File: config.mk
export PLATFORM = sky130hd
export DESIGN_NAME = nn_layer_seq_flat
export DESIGN_NICKNAME = d
export VERILOG_FILES = /design/src/rtl/nn_layer_seq_if.sv /design/src/rtl/nn_layer_seq.sv /design/src/flat_wrapper.sv
export SDC_FILE = /design/constraint.sdc
export NUM_CORES = 2
export LEC_CHECK = 0
export BUFFER_PORTS_ARGS = -buffer_cell sky130_fd_sc_hd__buf_2
export CORE_AREA = 2 2 351 353
export CTS_BUF_LIST = sky130_fd_sc_hd__clkbuf_16
export DETAILED_ROUTE_END_ITERATION = 7
export DIE_AREA = 0 0 353 355
export PLACE_DENSITY = 0.66
export SKIP_CTS_REPAIR_TIMING = 1
export SLEW_MARGIN = 10
export SYNTH_ARGS = -nofsm -noshare
export SYNTH_HDL_FRONTEND = slang
export SYNTH_SLANG_ARGS = --single-unit
export TNS_END_PERCENT = 1
File: constraint.sdc
create_clock -name clk -period 13.8 [get_ports clk]
set_input_delay 0 -clock clk [delete_from_list [all_inputs] [get_ports clk]]
set_output_delay 0 -clock clk [all_outputs]
set_load 0.02 [all_outputs]
File: src/rtl/nn_layer_seq_if.sv
// Handshake and data bundle for one time-multiplexed fully-connected layer.
// The master drives the weight bus, the start request and the input vector. The slave returns status, outputs and the weight image.
interface nn_layer_seq_if #(
  parameter int N    = 16,
  parameter int NIN  = 4,
  parameter int NOUT = 3
);
  logic [NOUT-1:0]           we;
  logic signed [N-1:0]       bus;
  logic                      start;
  logic [N*NIN-1:0]          x;
  logic                      busy;
  logic                      done;
  logic [N*NOUT-1:0]         y;
  logic [N*(NIN+1)*NOUT-1:0] w_all;

  modport master (output we, bus, start, x, input busy, done, y, w_all);
  modport slave  (input we, bus, start, x, output busy, done, y, w_all);
endinterface

File: src/rtl/nn_layer_seq.sv
// Fully-connected layer with serially loaded weights. All nodes evaluate in parallel, taking one input per cycle.
// The result is saturated and passed through the activation before it is registered on y.
module nn_layer_seq #(
  parameter int N    = 16,
  parameter int FRAC = 8,
  parameter int NIN  = 4,
  parameter int NOUT = 3,
  parameter int ACT  = 0
) (
  input logic          clk,
  input logic          rst,
  nn_layer_seq_if.slave io
);
  // state | meaning
  // IDLE  | weights loadable, waiting for start
  // MAC   | one multiply-accumulate per node per cycle, cnt selects the input
  // OUT   | saturate, activate, register y, pulse done

  localparam int ACCW = 2*N + $clog2(NIN+1) + 1;
  localparam int IW   = (NIN > 1) ? $clog2(NIN) : 1;
  localparam logic signed [N-1:0] YMAX = {1'b0, {(N-1){1'b1}}};
  localparam logic signed [N-1:0] YMIN = {1'b1, {(N-1){1'b0}}};

  typedef enum logic [1:0] {IDLE, MAC, OUT} state_t;

  state_t                 state, state_nx;
  logic [IW-1:0]          cnt;
  logic signed [N-1:0]    w    [NOUT][NIN];
  logic signed [N-1:0]    b    [NOUT];
  logic signed [N-1:0]    xreg [NIN];
  logic signed [ACCW-1:0] acc  [NOUT];
  logic signed [2*N-1:0]  prod [NOUT];
  logic signed [ACCW-1:0] sh   [NOUT];
  logic signed [N-1:0]    res  [NOUT];
  logic signed [N-1:0]    yreg [NOUT];
  logic                   done_r;

  always_ff @(posedge clk or negedge rst) begin
    if (!rst) state <= IDLE;
    else      state <= state_nx;
  end

  always_comb begin
    state_nx = state;
    case (state)
      IDLE:    if (io.start) state_nx = MAC;
      MAC:     if (cnt == IW'(NIN-1)) state_nx = OUT;
      OUT:     state_nx = IDLE;
      default: state_nx = IDLE;
    endcase
  end

  always_comb begin
    for (int j = 0; j < NOUT; j++) begin
      prod[j] = '0;
      sh[j]   = '0;
      res[j]  = '0;
    end
    for (int j = 0; j < NOUT; j++) begin
      prod[j] = xreg[cnt] * w[j][cnt];
      sh[j]   = acc[j] >>> FRAC;
      if (sh[j] > ACCW'(YMAX))      res[j] = YMAX;
      else if (sh[j] < ACCW'(YMIN)) res[j] = YMIN;
      else                          res[j] = sh[j][N-1:0];
      if (ACT == 1 && res[j][N-1]) res[j] = '0;
    end
  end

  always_ff @(posedge clk or negedge rst) begin
    if (!rst) begin
      cnt    <= '0;
      done_r <= 1'b0;
      for (int j = 0; j < NOUT; j++) begin
        b[j]    <= '0;
        acc[j]  <= '0;
        yreg[j] <= '0;
        for (int i = 0; i < NIN; i++) w[j][i] <= '0;
      end
      for (int i = 0; i < NIN; i++) xreg[i] <= '0;
    end else begin
      done_r <= 1'b0;
      case (state)
        IDLE: begin
          for (int j = 0; j < NOUT; j++) begin
            if (io.we[j]) begin
              b[j]         <= io.bus;
              w[j][NIN-1]  <= b[j];
              for (int i = 0; i < NIN-1; i++) w[j][i] <= w[j][i+1];
            end
          end
          if (io.start) begin
            cnt <= '0;
            for (int i = 0; i < NIN; i++) xreg[i] <= io.x[i*N +: N];
            // a simultaneous shift puts bus into the bias slot, so seed from it
            for (int j = 0; j < NOUT; j++)
              acc[j] <= ACCW'(io.we[j] ? io.bus : b[j]) <<< FRAC;
          end
        end
        MAC: begin
          cnt <= cnt + 1'b1;
          for (int j = 0; j < NOUT; j++) acc[j] <= acc[j] + ACCW'(prod[j]);
        end
        OUT: begin
          done_r <= 1'b1;
          for (int j = 0; j < NOUT; j++) yreg[j] <= res[j];
        end
        default: ;
      endcase
    end
  end

  assign io.busy = (state != IDLE);
  assign io.done = done_r;

  for (genvar j = 0; j < NOUT; j++) begin : g_node
    assign io.y[j*N +: N] = yreg[j];
    for (genvar i = 0; i < NIN; i++) begin : g_w
      assign io.w_all[(j*(NIN+1)+i)*N +: N] = w[j][i];
    end
    assign io.w_all[(j*(NIN+1)+NIN)*N +: N] = b[j];
  end
endmodule

File: src/flat_wrapper.sv
// flat-port wrapper written by rule: the top's interface ports become plain ports
module nn_layer_seq_flat 
#(
  parameter int N    = 16,
  parameter int FRAC = 8,
  parameter int NIN  = 4,
  parameter int NOUT = 3,
  parameter int ACT  = 0
)
  (clk, rst, io_we, io_bus, io_start, io_x, io_busy, io_done, io_y, io_w_all);
  nn_layer_seq_if #(.N(N), .NIN(NIN), .NOUT(NOUT)) io_i ();
  input logic clk;
  input logic rst;
  input wire logic [$bits(io_i.we)-1:0] io_we;
  input wire logic [$bits(io_i.bus)-1:0] io_bus;
  input wire logic [$bits(io_i.start)-1:0] io_start;
  input wire logic [$bits(io_i.x)-1:0] io_x;
  output wire logic [$bits(io_i.busy)-1:0] io_busy;
  output wire logic [$bits(io_i.done)-1:0] io_done;
  output wire logic [$bits(io_i.y)-1:0] io_y;
  output wire logic [$bits(io_i.w_all)-1:0] io_w_all;
  assign io_i.we = io_we;
  assign io_i.bus = io_bus;
  assign io_i.start = io_start;
  assign io_i.x = io_x;
  assign io_busy = io_i.busy;
  assign io_done = io_i.done;
  assign io_y = io_i.y;
  assign io_w_all = io_i.w_all;
  nn_layer_seq #(.N(N), .FRAC(FRAC), .NIN(NIN), .NOUT(NOUT), .ACT(ACT)) u_core (.clk(clk), .rst(rst), .io(io_i));
endmodule
# Word level (Yosys, flattened, before mapping)
# Index checks and enable logic that the tools add are counted.
# totals
regBits	465
in_bits	86
output_inout_bits	290
wordCells	86
# op_classes
add_sub_neg	4
multipliers	3
order_cmp	7
eq_ne	5
n_mux	29
bitwise	1
reduce_logical	9
# op_table
operator	n
$mux 16	14
$pmux 108 s2	1
$bmux 16 s2	4
$add 36x32->36	3
$mux 108	1
$mul 16x16->32	3
$gt 28x16->1 const B	3
$lt 28x16->1 const B	3
$mux 28	3
$reduce_and 2->1	6
$pmux 2 s2	2
$mux 2	3
$eq 2x2->1 const B	2
$reduce_bool 2->1	2
$ge 3x3->1 const B	1
$not 2->3	1
$add 2x1->2 const B	1
$eq 2x1->1 const B	1
$logic_not 2->1	1
$ne 2x1->1 const B	1
$ne 2x2->1 const B	1
$mux 1	1

# Depth between registers and ports, before layout
# depth
ltp_word	7
ltp_mapped	32

# Least setup slack after synthesis
# No wires, ideal clock.
# synth_path
path_kind	flip-flop to flip-flop
from	reg u_core.cnt[1]
to	reg u_core.acc[106] (netlist bit)
setup_ps	138
arrival_ps	7394
slack_ps	6268
path_stages_with_launch	31
path_buffers	5
cell_sequence	dfrtp_1 buf_2 buf_1 buf_1 mux2i_1 nand2_1 o21ai_1 clkbuf_1 nor2_1 fa_1 inv_1 fa_1 fa_1 fa_1 inv_1 fa_1 inv_1 fa_1 inv_1 ha_1 clkbuf_1 a21oi_1 o21ai_0 a22oi_2 o2111ai_1 a31oi_2 a21oi_2 a221o_1 a21oi_1 xor2_1 o22ai_1
# synth_between
elab_chain_len	7
# synth_lines
element	line	rtl
start: declaration	nn_layer_seq.sv:27	logic [IW-1:0] cnt;
start signal: assignment	nn_layer_seq.sv:100	cnt <= cnt + 1'b1;
$not 2->3 (not written as such) (*)	nn_layer_seq.sv:60	prod[j] = xreg[cnt] * w[j][cnt];
$bmux 16 s2	nn_layer_seq.sv:60	
$mux 16 (not written as such) (2 in series)	nn_layer_seq.sv:60	
$mul 16x16->32 (*)	nn_layer_seq.sv:60	
$add 36x32->36 (*)	nn_layer_seq.sv:101	for (int j = 0; j < NOUT; j++) acc[j] <= acc[j] + ACCW'(prod[j]);
$pmux 108 s2 (*)	nn_layer_seq.sv:82	case (state)
end signal: indexed assignment	nn_layer_seq.sv:96	acc[j] <= ACCW'(io.we[j] ? io.bus : b[j]) <<< FRAC;
end: declaration	nn_layer_seq.sv:31	logic signed [ACCW-1:0] acc [NOUT];
# Mark *: on every way between the ends. The rest lies on a longest branch, timed or not. The select of a mux whose other input is x is not followed.
# A chain may end at the register's enable or synchronous reset.

# Final worst setup path
# layout_path
from	reg u_core.cnt[1]
to	reg u_core.acc[107] (netlist bit)
# Same word-level chain as after synthesis.

==> results by group <==
Floorplanning
  • Initial Util: 0.4474
  • Die width: 353 um
  • Core Box Area: 121,400 um^2
  • Total die area: 125,300 um^2
  • I/O Pins: 376
  • Die Y: 355 um
  • Rows: 128

Clock network
  • Clock sink total: 465
  • Max Root-Sink Buffers: 3
  • Clock Tree Root: clkbuf_16
  • Worst skew pair latency: 660 ps
  • Clock-pin slew on the worst setup and hold paths: 70 ps
  • Cts bufs inserted: 54
  • CTS tree: done
  • H-tree depth: 2

Timing
  • Fin crit period: 9051 ps
  • Final setup viols: 0
  • Achievable Freq: 110.5 MHz
  • Final cycle utilization of the critical path: 0.6559
  • Measured slew at the worst slew-check pin: 1195 ps
  • Setup TNS: 0 ps
  • RSZ-0062 raised after global routing: false
  • Max-slew headroom: 0.1994
  • Slew Limit Fails: 0
  • Clock skew: 38.99 ps
  • Fin. Hold Viols: 0
  • Hold slack final: 11.20 ps
  • Post-route worst setup slack: 4749 ps

Synth
  • Synthesized Nets: 6,913
  • Yosys reg bits: 465
  • Syn Inst Count: 5,563
  • Synth Warn #: 0
  • Async set-reset flop share out of synthesis: 1.000
  • Synth top area share: 0.3472
  • Yosys top cell by area: fa_1
  • Post-synth top cells: 1,134 x inv_1, 942 x fa_1, 729 x nand2_1, 494 x nor2_1, 465 x dfrtp_1
  • Sequential-to-total area share from yosys stat: 0.2142
  • Largest cells by area after synthesis: fa_1 35%, dfrtp_1 21%, inv_1 7.8%
  • Synth unique cells: 67
  • Most common cell in the synthesized netlist: inv_1
  • EDFF count, synth: 0
  • Synth Flop Type: dfrtp_1
  • Mean Syn Cell Area: 9.764 um^2
  • Synth Cell Area: 54,320 um^2

Setup path
  • Critical path peak fanout: 51
  • Worst EP required: 14,280 ps
  • Kind of critical path: reg -> reg
  • Kind of end point of the critical path: flip-flop
  • Worst Path Arrival: 9530 ps
  • CP startpoint kind: flip-flop

Global routing
  • First-pass GRT wire length: 248.4 mm
  • Largest net degree at the start of global routing: 113
  • Total grt overflow: 0
  • Initial antenna violation count: 6
  • Number of global-route vias before repair: 42,658
  • Total GRT Usage: 0.2542

Drt
  • Initial drt markers: 2,721
  • DR pass1 iterations: 5
  • Final WL: 156.7 mm
  • Routed Antenna Nets: 0
  • DR WL/cell: 20.68 um
  • Post-route DRC: 0
  • DR vias: 40,014
  • Via density per instance: 5.283

Placed design
  • # port buffers: 375
  • RD Place Congestion: 0.9149
  • Dpl hpwl: 121.2 mm
  • Pre-CTS WS: 4828 ps

Cells and area
  • Final Util: 0.5000
  • Area Growth Syn to Fin: 11.75%
  • Storage element area: 11,640 um^2
  • Fillers: 11,163
  • Fin nets: 7,247
  • Fraction of layout cells with a size suffix above 1: 0.1524
  • Area of the multi-input gates: 37,640 um^2

Run status
  • Status: completed

Run
  • MaxCap Viol Count: 0

Min path
  • Hold Crit Class: in -> async
## worst max-delay path, cell delays in order (launching register included)
cell      delay (ps)
dfrtp_4         1010
buf_4            800
mux2i_1          490
nand2_1          160
o21ai_4          210
buf_4            520
nand2b_1         140
fa_1             460
fa_1             490
inv_1             50
fa_1             480
fa_1             410
fa_1             520
inv_1             50
fa_1             490
inv_1             50
ha_1             330
a21oi_1          250
nor2_1            80
a211o_1          280
a31o_2           250
a21oi_1          260
a21oi_1          210
a221o_1          330
a21oi_1          170
xnor2_1          130
o22ai_1           90
## kinds of logic after synthesis
kind of cell,synth area share
adder cells (fa/ha/maj),0.4214
flip-flops,0.2142
multiplexers,0.08452
AO/OA/AOI/OAI,0.05987
XOR/XNOR,0.01774
buffers and inverters,0.09574
AND/OR/NAND/NOR,0.1065
## final cells by class
type | count | share of cell area
inverter | 1134 | 0.07013
clock buffer | 54 | 0.02226
timing repair buffer | 526 | 0.05380
antenna | 6 | 0.0002474
sequential | 465 | 0.1918
multi-input combinational | 3716 | 0.6202
clock inverter | 48 | 0.008060
tap | 1625 | 0.03350
## flip-flops by register name (all words and copies together), names as in the netlist
signal	count
u_core.io.w_all	240
u_core.io.y	48
u_core.io.done	1
u_core.cnt	2
u_core.xreg	64
u_core.acc	108
u_core.state	2
## path summary, 6_finish.rpt
check                                       startpoint                          endpoint  slack [ps]  cells past startpoint
max                          u_core.cnt[1]$_DFFE_PN0P_       u_core.acc[107]$_DFFE_PN0P_        4750                     26
min                                                rst  u_core.io.w_all[185]$_DFFE_PN0P_          10                      3
max reg2reg                  u_core.cnt[1]$_DFFE_PN0P_       u_core.acc[107]$_DFFE_PN0P_        4750                     26
min reg2reg                u_core.io.y[16]$_DFFE_PN0P_       u_core.io.y[16]$_DFFE_PN0P_         470                      2
max in group asynchronous                          rst       u_core.io.y[25]$_DFFE_PN0P_       12170                      4
min in group clk                              io_we[0]        u_core.acc[80]$_DFFE_PN0P_          50                      5
## layer usage
metal	track usage	vias to the layer above	share of wire
met5	0	-	0.00012
met4	0.09540	2	0.041
met3	0.04523	322	0.074
met2	0.4220	1432	0.48
met1	0.3337	20522	0.40
li1	-	17736	-
## per-stage QoR
stage                     instances  area, um^2
after CTS                      7485       59830
after global routing           7571       60690
after floorplan                5563       54320
final                          7574       60700
after detailed placement       7383       57990
after global placement         7382       57970
## placed cells by master (no fill, tap or decap), types with 82 or more instances in the layout
cell,Yosys,routed
dlygate4sd3_1,0,82
mux2_2,289,289
buf_2,10,374
o21ai_0,160,153
a21oi_1,94,94
fa_1,942,942
nand2_1,729,728
inv_1,1134,1143
dfrtp_1,465,463
mux2i_1,93,93
ha_1,322,322
nor2_1,494,494
Power is left out: the tool's default activity adds up to more than one toggle a clock period on the data nets, which glitch-free logic cannot reach.
